==> config.mk <==
export PLATFORM = sky130hd
export DESIGN_NAME = muldiv_unit_flat
export DESIGN_NICKNAME = d
export VERILOG_FILES = /design/src/rtl/muldiv_if.sv /design/src/rtl/muldiv_unit.sv /design/src/flat_wrapper.sv
export SDC_FILE = /design/constraint.sdc
export NUM_CORES = 1
export LEC_CHECK = 0
export BUFFER_PORTS_ARGS = -buffer_cell sky130_fd_sc_hd__buf_2
export CELL_PAD_IN_SITES_DETAIL_PLACEMENT = 1
export CELL_PAD_IN_SITES_GLOBAL_PLACEMENT = 1
export CORE_ASPECT_RATIO = 0.7
export CORE_UTILIZATION = 45
export CTS_CLUSTER_DIAMETER = 150
export CTS_CLUSTER_SIZE = 25
export DETAILED_ROUTE_END_ITERATION = 12
export PLACE_DENSITY_LB_ADDON = 0.1
export SLEW_MARGIN = 30
export SYNTH_ARGS = -nofsm -noshare
export SYNTH_HDL_FRONTEND = slang
export SYNTH_SLANG_ARGS = --single-unit
==> constraint.sdc <==
create_clock -name clk -period 4.68 [get_ports clk]
set_input_delay 1.404 -clock clk [delete_from_list [all_inputs] [get_ports clk]]
set_output_delay 1.404 -clock clk [all_outputs]
set_load 0.02 [all_outputs]
==> src/rtl/muldiv_if.sv <==
// muldiv_if: request/response bundle between the execute stage and muldiv_unit.
//   start, flush     : request and synchronous abort
//   funct3           : M-extension operation select
//   rs1_data/rs2_data: operands from the register file read ports
//   rd_addr          : destination register index
//   busy             : unit is occupied (stalls the pipeline)
//   done             : one-cycle result strobe (register file write enable)
//   result, rd_out   : register file write data / write address
interface muldiv_if;
  logic        start;
  logic        flush;
  logic [2:0]  funct3;
  logic [31:0] rs1_data;
  logic [31:0] rs2_data;
  logic [4:0]  rd_addr;
  logic        busy;
  logic        done;
  logic [31:0] result;
  logic [4:0]  rd_out;

  modport master (
    output start, flush, funct3, rs1_data, rs2_data, rd_addr,
    input  busy, done, result, rd_out
  );

  modport slave (
    input  start, flush, funct3, rs1_data, rs2_data, rd_addr,
    output busy, done, result, rd_out
  );
endinterface

==> src/rtl/muldiv_unit.sv <==
// muldiv_unit: iterative RV32M multiply/divide unit.
//   clk, rst_n : clock, asynchronous active-low reset
//   bus        : muldiv_if.slave (start/flush/funct3/operands/rd_addr in,
//                busy/done/result/rd_out out)
// Multiply is a 32-step shift-add on operand magnitudes, divide is a 32-step
// restoring division; a FIX cycle applies sign correction. Divide by zero and
// signed overflow skip straight to DONE.
module muldiv_unit (
  input  logic     clk,
  input  logic     rst_n,
  muldiv_if.slave  bus
);

  typedef enum logic [1:0] {StIdle, StCalc, StFix, StDone} state_e;

  state_e      state_q, state_d;
  logic [5:0]  cnt_q, cnt_d;
  // mul: {product_hi, multiplier/product_lo}; div: {remainder, dividend/quotient}
  logic [63:0] acc_q, acc_d;
  logic [31:0] mag_a_q, mag_a_d;
  logic [31:0] mag_b_q, mag_b_d;
  logic        neg_a_q, neg_a_d;
  logic        neg_b_q, neg_b_d;
  logic [2:0]  funct3_q, funct3_d;
  logic [4:0]  rd_q, rd_d;
  logic [31:0] result_q, result_d;

  // Datapath helpers
  logic        sgn_a, sgn_b, in_neg_a, in_neg_b;
  logic [31:0] in_mag_a, in_mag_b;
  logic        div_zero, div_ovf;
  logic [31:0] fast_val;
  logic [32:0] mul_sum;
  logic [32:0] div_shift, div_diff;
  logic [63:0] mul_step, div_step;
  logic [63:0] prod;
  logic [31:0] quo, rem, fix_val;

  always_comb begin
    sgn_a    = !(bus.funct3 == 3'b011 || bus.funct3 == 3'b101 || bus.funct3 == 3'b111);
    sgn_b    = (bus.funct3 == 3'b000 || bus.funct3 == 3'b001 ||
                bus.funct3 == 3'b100 || bus.funct3 == 3'b110);
    in_neg_a = sgn_a & bus.rs1_data[31];
    in_neg_b = sgn_b & bus.rs2_data[31];
    in_mag_a = in_neg_a ? -bus.rs1_data : bus.rs1_data;
    in_mag_b = in_neg_b ? -bus.rs2_data : bus.rs2_data;

    div_zero = bus.funct3[2] && (bus.rs2_data == 32'd0);
    div_ovf  = bus.funct3[2] && !bus.funct3[0] &&
               (bus.rs1_data == 32'h8000_0000) && (bus.rs2_data == 32'hFFFF_FFFF);
    if (div_zero) begin
      fast_val = bus.funct3[1] ? bus.rs1_data : 32'hFFFF_FFFF;
    end else begin
      fast_val = bus.funct3[1] ? 32'd0 : 32'h8000_0000;
    end

    mul_sum  = {1'b0, acc_q[63:32]} + (acc_q[0] ? {1'b0, mag_a_q} : 33'd0);
    mul_step = {mul_sum, acc_q[31:1]};

    div_shift = {acc_q[63:32], acc_q[31]};
    div_diff  = div_shift - {1'b0, mag_b_q};
    if (!div_diff[32]) begin
      div_step = {div_diff[31:0], acc_q[30:0], 1'b1};
    end else begin
      div_step = {div_shift[31:0], acc_q[30:0], 1'b0};
    end

    prod = (neg_a_q ^ neg_b_q) ? -acc_q : acc_q;
    quo  = (neg_a_q ^ neg_b_q) ? -acc_q[31:0] : acc_q[31:0];
    rem  = neg_a_q ? -acc_q[63:32] : acc_q[63:32];
    if (funct3_q[2]) begin
      fix_val = funct3_q[1] ? rem : quo;
    end else begin
      fix_val = (funct3_q[1:0] == 2'b00) ? prod[31:0] : prod[63:32];
    end
  end

  always_comb begin
    state_d  = state_q;
    cnt_d    = cnt_q;
    acc_d    = acc_q;
    mag_a_d  = mag_a_q;
    mag_b_d  = mag_b_q;
    neg_a_d  = neg_a_q;
    neg_b_d  = neg_b_q;
    funct3_d = funct3_q;
    rd_d     = rd_q;
    result_d = result_q;

    unique case (state_q)
      StIdle: begin
        if (bus.start && !bus.flush) begin
          funct3_d = bus.funct3;
          rd_d     = bus.rd_addr;
          mag_a_d  = in_mag_a;
          mag_b_d  = in_mag_b;
          neg_a_d  = in_neg_a;
          neg_b_d  = in_neg_b;
          cnt_d    = 6'd0;
          acc_d    = bus.funct3[2] ? {32'd0, in_mag_a} : {32'd0, in_mag_b};
          if (div_zero || div_ovf) begin
            result_d = fast_val;
            state_d  = StDone;
          end else begin
            state_d  = StCalc;
          end
        end
      end
      StCalc: begin
        if (bus.flush) begin
          state_d = StIdle;
        end else begin
          acc_d = funct3_q[2] ? div_step : mul_step;
          cnt_d = cnt_q + 6'd1;
          if (cnt_q == 6'd31) state_d = StFix;
        end
      end
      StFix: begin
        if (bus.flush) begin
          state_d = StIdle;
        end else begin
          result_d = fix_val;
          state_d  = StDone;
        end
      end
      StDone: state_d = StIdle;
      default: state_d = StIdle;
    endcase
  end

  always_ff @(posedge clk or negedge rst_n) begin
    if (!rst_n) begin
      state_q  <= StIdle;
      cnt_q    <= 6'd0;
      acc_q    <= 64'd0;
      mag_a_q  <= 32'd0;
      mag_b_q  <= 32'd0;
      neg_a_q  <= 1'b0;
      neg_b_q  <= 1'b0;
      funct3_q <= 3'd0;
      rd_q     <= 5'd0;
      result_q <= 32'd0;
    end else begin
      state_q  <= state_d;
      cnt_q    <= cnt_d;
      acc_q    <= acc_d;
      mag_a_q  <= mag_a_d;
      mag_b_q  <= mag_b_d;
      neg_a_q  <= neg_a_d;
      neg_b_q  <= neg_b_d;
      funct3_q <= funct3_d;
      rd_q     <= rd_d;
      result_q <= result_d;
    end
  end

  assign bus.busy   = (state_q != StIdle);
  assign bus.done   = (state_q == StDone);
  assign bus.result = result_q;
  assign bus.rd_out = rd_q;

endmodule
==> src/flat_wrapper.sv <==
// flat-port wrapper written by rule: the top's interface ports become plain ports
module muldiv_unit_flat 
  (clk, rst_n, bus_start, bus_flush, bus_funct3, bus_rs1_data, bus_rs2_data, bus_rd_addr, bus_busy, bus_done, bus_result, bus_rd_out);
  muldiv_if bus_i ();
  input  logic clk;
  input  logic rst_n;
  input wire logic [$bits(bus_i.start)-1:0] bus_start;
  input wire logic [$bits(bus_i.flush)-1:0] bus_flush;
  input wire logic [$bits(bus_i.funct3)-1:0] bus_funct3;
  input wire logic [$bits(bus_i.rs1_data)-1:0] bus_rs1_data;
  input wire logic [$bits(bus_i.rs2_data)-1:0] bus_rs2_data;
  input wire logic [$bits(bus_i.rd_addr)-1:0] bus_rd_addr;
  output wire logic [$bits(bus_i.busy)-1:0] bus_busy;
  output wire logic [$bits(bus_i.done)-1:0] bus_done;
  output wire logic [$bits(bus_i.result)-1:0] bus_result;
  output wire logic [$bits(bus_i.rd_out)-1:0] bus_rd_out;
  assign bus_i.start = bus_start;
  assign bus_i.flush = bus_flush;
  assign bus_i.funct3 = bus_funct3;
  assign bus_i.rs1_data = bus_rs1_data;
  assign bus_i.rs2_data = bus_rs2_data;
  assign bus_i.rd_addr = bus_rd_addr;
  assign bus_busy = bus_i.busy;
  assign bus_done = bus_i.done;
  assign bus_result = bus_i.result;
  assign bus_rd_out = bus_i.rd_out;
  muldiv_unit u_core (.clk(clk), .rst_n(rst_n), .bus(bus_i));
endmodule
==> flow_results.org <==
** Global route
- Overall Global Routing Usage :: 0.392
- Entering global routing, the biggest net connects 118 pins.
- The initial antenna violation count came to 3.
- The via count of the first global-routing pass came to 16900.
- Wire length of the first global-routing pass :: 109 mm
- The total overflow left after global routing is 0.

** Placement
- Global placement routability congestion :: 1.07
- The HPWL after detailed placement is 57.2 mm.
- Setup slack at placement :: 0.277 ns
- The number of placed instances, taps included, is 2653.
- Buffers on Ports :: 114

** Worst hold path
- Hold Path Depth :: 2
- In this run the most critical hold path is launched from u_core.bus.rd_out[3]$_DFFE_PN0P_.
- Min-delay worst type :: register to register
- Endpoint of the worst hold-timing path :: u_core.bus.rd_out[3]$_DFFE_PN0P_

** Worst setup path
- The setup check on the worst reg-to-reg path leaves a slack of 0.74 ns.
- Counting both buffers and inverters, the worst setup path holds a total of 1.
- Reg2Reg Depth :: 11
- Among cell families on the critical path, the largest total delay comes from simple AND/OR/NAND/NOR gates.
- Of all nets on the critical path, the largest fanout is 6.
- Cell-by-cell listing of the critical path :: inv_1 > ha_1 > or4b_2 > nor4_1 > nand4_1 > nor2_1 > a21oi_1 > xor2_1 > a222oi_1 > a2bb2oi_1 > o21ai_0
- Crit path kind :: register to register
- Launching element of the worst setup path :: u_core.acc_q[1]$_DFFE_PN0P_
- The worst setup path is captured at a register.
- The slowest stage of the critical path is the or4b_2 cell.
- The endpoint identified for the worst register-to-register timing path is u_core.bus.result[10]$_DFFE_PN0P_.
- Data required time of the worst path :: 5.03 ns
- In this run the critical register-to-register path is launched from u_core.acc_q[1]$_DFFE_PN0P_.
- In this design, the stage delay of the slowest critical-path cell is 0.77 ns.
- The worst setup path is launched from a register.
- For the worst setup path, the data arrival time is 4.28 ns.

** Floorplan
- The die is 230 um wide.
- Placement Rows :: 57
- Measured along the y axis, the die boundary spans 161 um.
- Core Area :: 35200 um2
- Initial core utilization :: 0.464
- Number of ports placed on the die boundary :: 115
- The floorplan step defined a die boundary enclosing 37100 um2.

** Synthesis
- The share of the Yosys chip area taken by registers is 0.273.
- Area fraction in compound gates after synthesis :: 0.249
- Synthesized area :: 16300 um2
- Nets in the synthesized netlist :: 2304
- Basic-gate share of the synthesized area counting and, or, nand and nor cells :: 0.219
- After synthesis, the largest family of logic cells by area is compound AO/OA/AOI/OAI gates.
- Avg Inst Size Synth :: 7.58 um2
- The number of different library cells used by synthesis comes to 77.
- Fraction of the mapped netlist area in adder cells :: 0.0560
- Instance count of the mapped netlist :: 2156
- Synth Flop Type :: dfrtp_1
- In this run, synthesis inferred 0 flip-flops with an integrated enable.
- Of the post-synthesis cell area, the part taken by muxes is 0.0432.
- Yosys synthesis warning count :: 0
- Seq cells post-synth :: 178
- Of the total synthesized cell area, the portion taken by XOR and XNOR cells is 0.106.
- Post-synthesis async set-or-reset flop share :: 1.00

** Timing
- Final total negative setup slack :: 0 ns
- Setup repair after global routing missed its margin :: false
- Final setup violation count :: 0
- The clock period could shrink to 3.94 ns.
- On the final layout, the worst clock skew is 0.0138 ns.
- Slew margin rel. :: 0.317
- Least-Margin Pin Slew :: 1.02 ns
- Worst-case setup margin in the final layout :: 0.742 ns
- The number of max-slew violations in the final report is 0.
- FMAX :: 254 MHz
- The final hold violation count came to 0.
- Fraction of the cycle the final worst path needs :: 0.842

** Power and ir drop
- Power per Cell Area :: 518 nW/um2
- Power comes to 0.00943 W.
- The analysis attributes to cell leakage a power of 8.01 nW.
- Worst supply voltage drop on vdd :: 0.375 mV

** CTS
- No sink is reached through more buffers than the 2 on the longest clock path.
- CTS buffer count :: 17
- TritonCTS built the clock tree.
- In this run the number of H-tree levels came out at 4.
- In this run, post-CTS hold repair placed 0 buffers.
- In this run, post-CTS repair resized a total of 0 instances.
- Cell at the root of the clock tree :: clkbuf_16
- After clock tree synthesis, the clock-pin slew on the worst setup and hold paths is 0.08 ns.
- At the later pin of the worst-skew pair, clock insertion delay measures 0.47 ns.
- Counting every sink on the clock net gives 178.
- Post CTS Setup Buffer Count :: 0

** Detailed routing
- Via count :: 17600
- Summed over all layers, the routed wires come to 73.3 mm.
- For this block, the initial DRC count from the detailed router was 2134.
- Before antenna repair, the detailed router went through 7 iterations.
- Vias per Instance :: 6.55
- Post-route DRC violation count :: 0
- Final antenna-violating net count :: 0
- Dividing the detail-routed wire length by the instance count gives 27.3 um.

** Finish
- The finished layout holds 2687 standard cells, fillers aside.
- Across the whole layout, storage elements account for 4460 um2.
- The layout has 4405 filler cells.
- Layout overhead on the synthesized area :: 11.2%
- Layout cells sized above 1 :: 0.115
- In the final layout, the multi-input gates occupy 11100 um2.
- Final layout net count :: 2348

** Outcome
- Run status :: complete, no violations

** Flow run
- Reported max-cap violation count :: 0
[worst min-delay path, stage by stage, from the launching register on]
cell	delay [ns]
dfrtp_1	0.35
nand2_1	0.05
nand2_1	0.05
[cell usage after synthesis, types with 6 or more instances]
cell,count,area (um2)
a211oi_1,17,128
a21boi_0,6,45.0
a21o_1,32,240
a21oi_1,200,1000
a221oi_1,9,78.8
a22oi_1,15,113
a31oi_1,19,119
and2_1,46,288
buf_1,12,45.0
clkbuf_1,143,537
dfrtp_1,178,4450
ha_1,70,876
inv_1,67,251
mux2i_1,66,661
nand2_1,254,953
nand2b_1,33,206
nand3_1,33,165
nand4_1,27,169
nand4b_1,6,52.6
nor2_1,188,706
nor2b_1,21,131
nor3_1,49,245
nor3b_1,7,52.6
nor4_1,29,181
o211ai_1,16,120
o21a_1,11,82.6
o21ai_0,203,1020
o21bai_1,10,75.1
o221ai_1,12,105
o22ai_1,11,68.8
o311ai_1,8,70.1
o31a_1,6,52.6
o31ai_1,27,203
o41ai_1,15,131
or2_2,9,56.3
or3_1,13,81.3
or4_1,12,90.1
xnor2_1,105,920
xor2_1,93,815
[final cells by class]
cell class                      count  share of cell area
Antenna cell                        3            0.000413
Clock buffer                       19              0.0244
Clock inverter                     12              0.0107
Inverter                           67              0.0138
Multi-Input combinational cell   1751               0.609
Sequential cell                   178               0.245
Tap cell                          472              0.0325
Timing Repair Buffer              185              0.0639
[cell families after synthesis]
logic type,after synthesis
buffers and inverters,227
AO/OA/AOI/OAI,662
AND/OR/NAND/NOR,749
flip-flops,178
XOR/XNOR,198
multiplexers,70
adder cells (fa/ha/maj),72
[routing by layer]
metal	up-vias	share of wire	GRT usage	routed length, um
met1	8817	0.44	0.558	32500
met3	140	0.090	0.0738	6560
met2	845	0.44	0.591	31900
met4	2	0.032	0.137	2310
li1	7798	-	-	-
met5	-	0.00014	0	10
[worst max path at each step]
stage                     cells past startpoint  slack, ns                           endpoint
final                                        11       0.74  u_core.bus.result[10]$_DFFE_PN0P_
after CTS                                    10       0.78  u_core.bus.result[30]$_DFFE_PN0P_
after floorplan                              10       0.59  u_core.bus.result[17]$_DFFE_PN0P_
after global routing                         10       0.56  u_core.bus.result[30]$_DFFE_PN0P_
after detailed placement                     10       0.28   u_core.bus.result[1]$_DFFE_PN0P_
after global placement                       10       0.35  u_core.bus.result[17]$_DFFE_PN0P_
[through the flow]
stage                util  hold WS, ns  instance area [um2]
finish              0.516        0.474                18200
detailed placement  0.498        0.459                17500
global placement    0.497        0.454                17500
floorplan               -        0.438                16300
CTS                 0.516        0.478                18200
global route        0.516        0.490                18200
[power breakdown]
part           internal, W  leakage [nW]  switching [W]
clock network     0.000923         0.309       0.000749
registers          0.00182          2.26       0.000605
logic              0.00200          5.44        0.00332
total              0.00475          8.01        0.00468
[sequential cells by signal, indices dropped and copies added, names as in the netlist]
name / cells
u_core.bus.result: 32
u_core.neg_b_q: 1
u_core.mag_b_q: 32
u_core.funct3_q: 3
u_core.bus.rd_out: 5
u_core.state_q: 2
u_core.cnt_q: 6
u_core.neg_a_q: 1
u_core.mag_a_q: 32
u_core.acc_q: 64
[layout by cell type (no fill, tap or decap), types with 16 or more instances in the layout]
cell type  netlist  routed
a211oi_1        17      17
a21o_1          32      32
a21oi_1        200     200
a31oi_1         19      19
and2_1          46      46
buf_2            1     113
buf_4            0      67
clkbuf_16        0      17
dfrtp_1        178     177
ha_1            70      70
inv_1           67      67
mux2i_1         66      66
nand2_1        254     254
nand2b_1        33      31
nand3_1         33      33
nand4_1         27      27
nor2_1         188     184
nor2b_1         21      20
nor3_1          49      48
nor4_1          29      29
o211ai_1        16      16
o21ai_0        203     202
o31ai_1         27      26
xnor2_1        105     104
xor2_1          93      92
(Power assumes the default switching activity.)
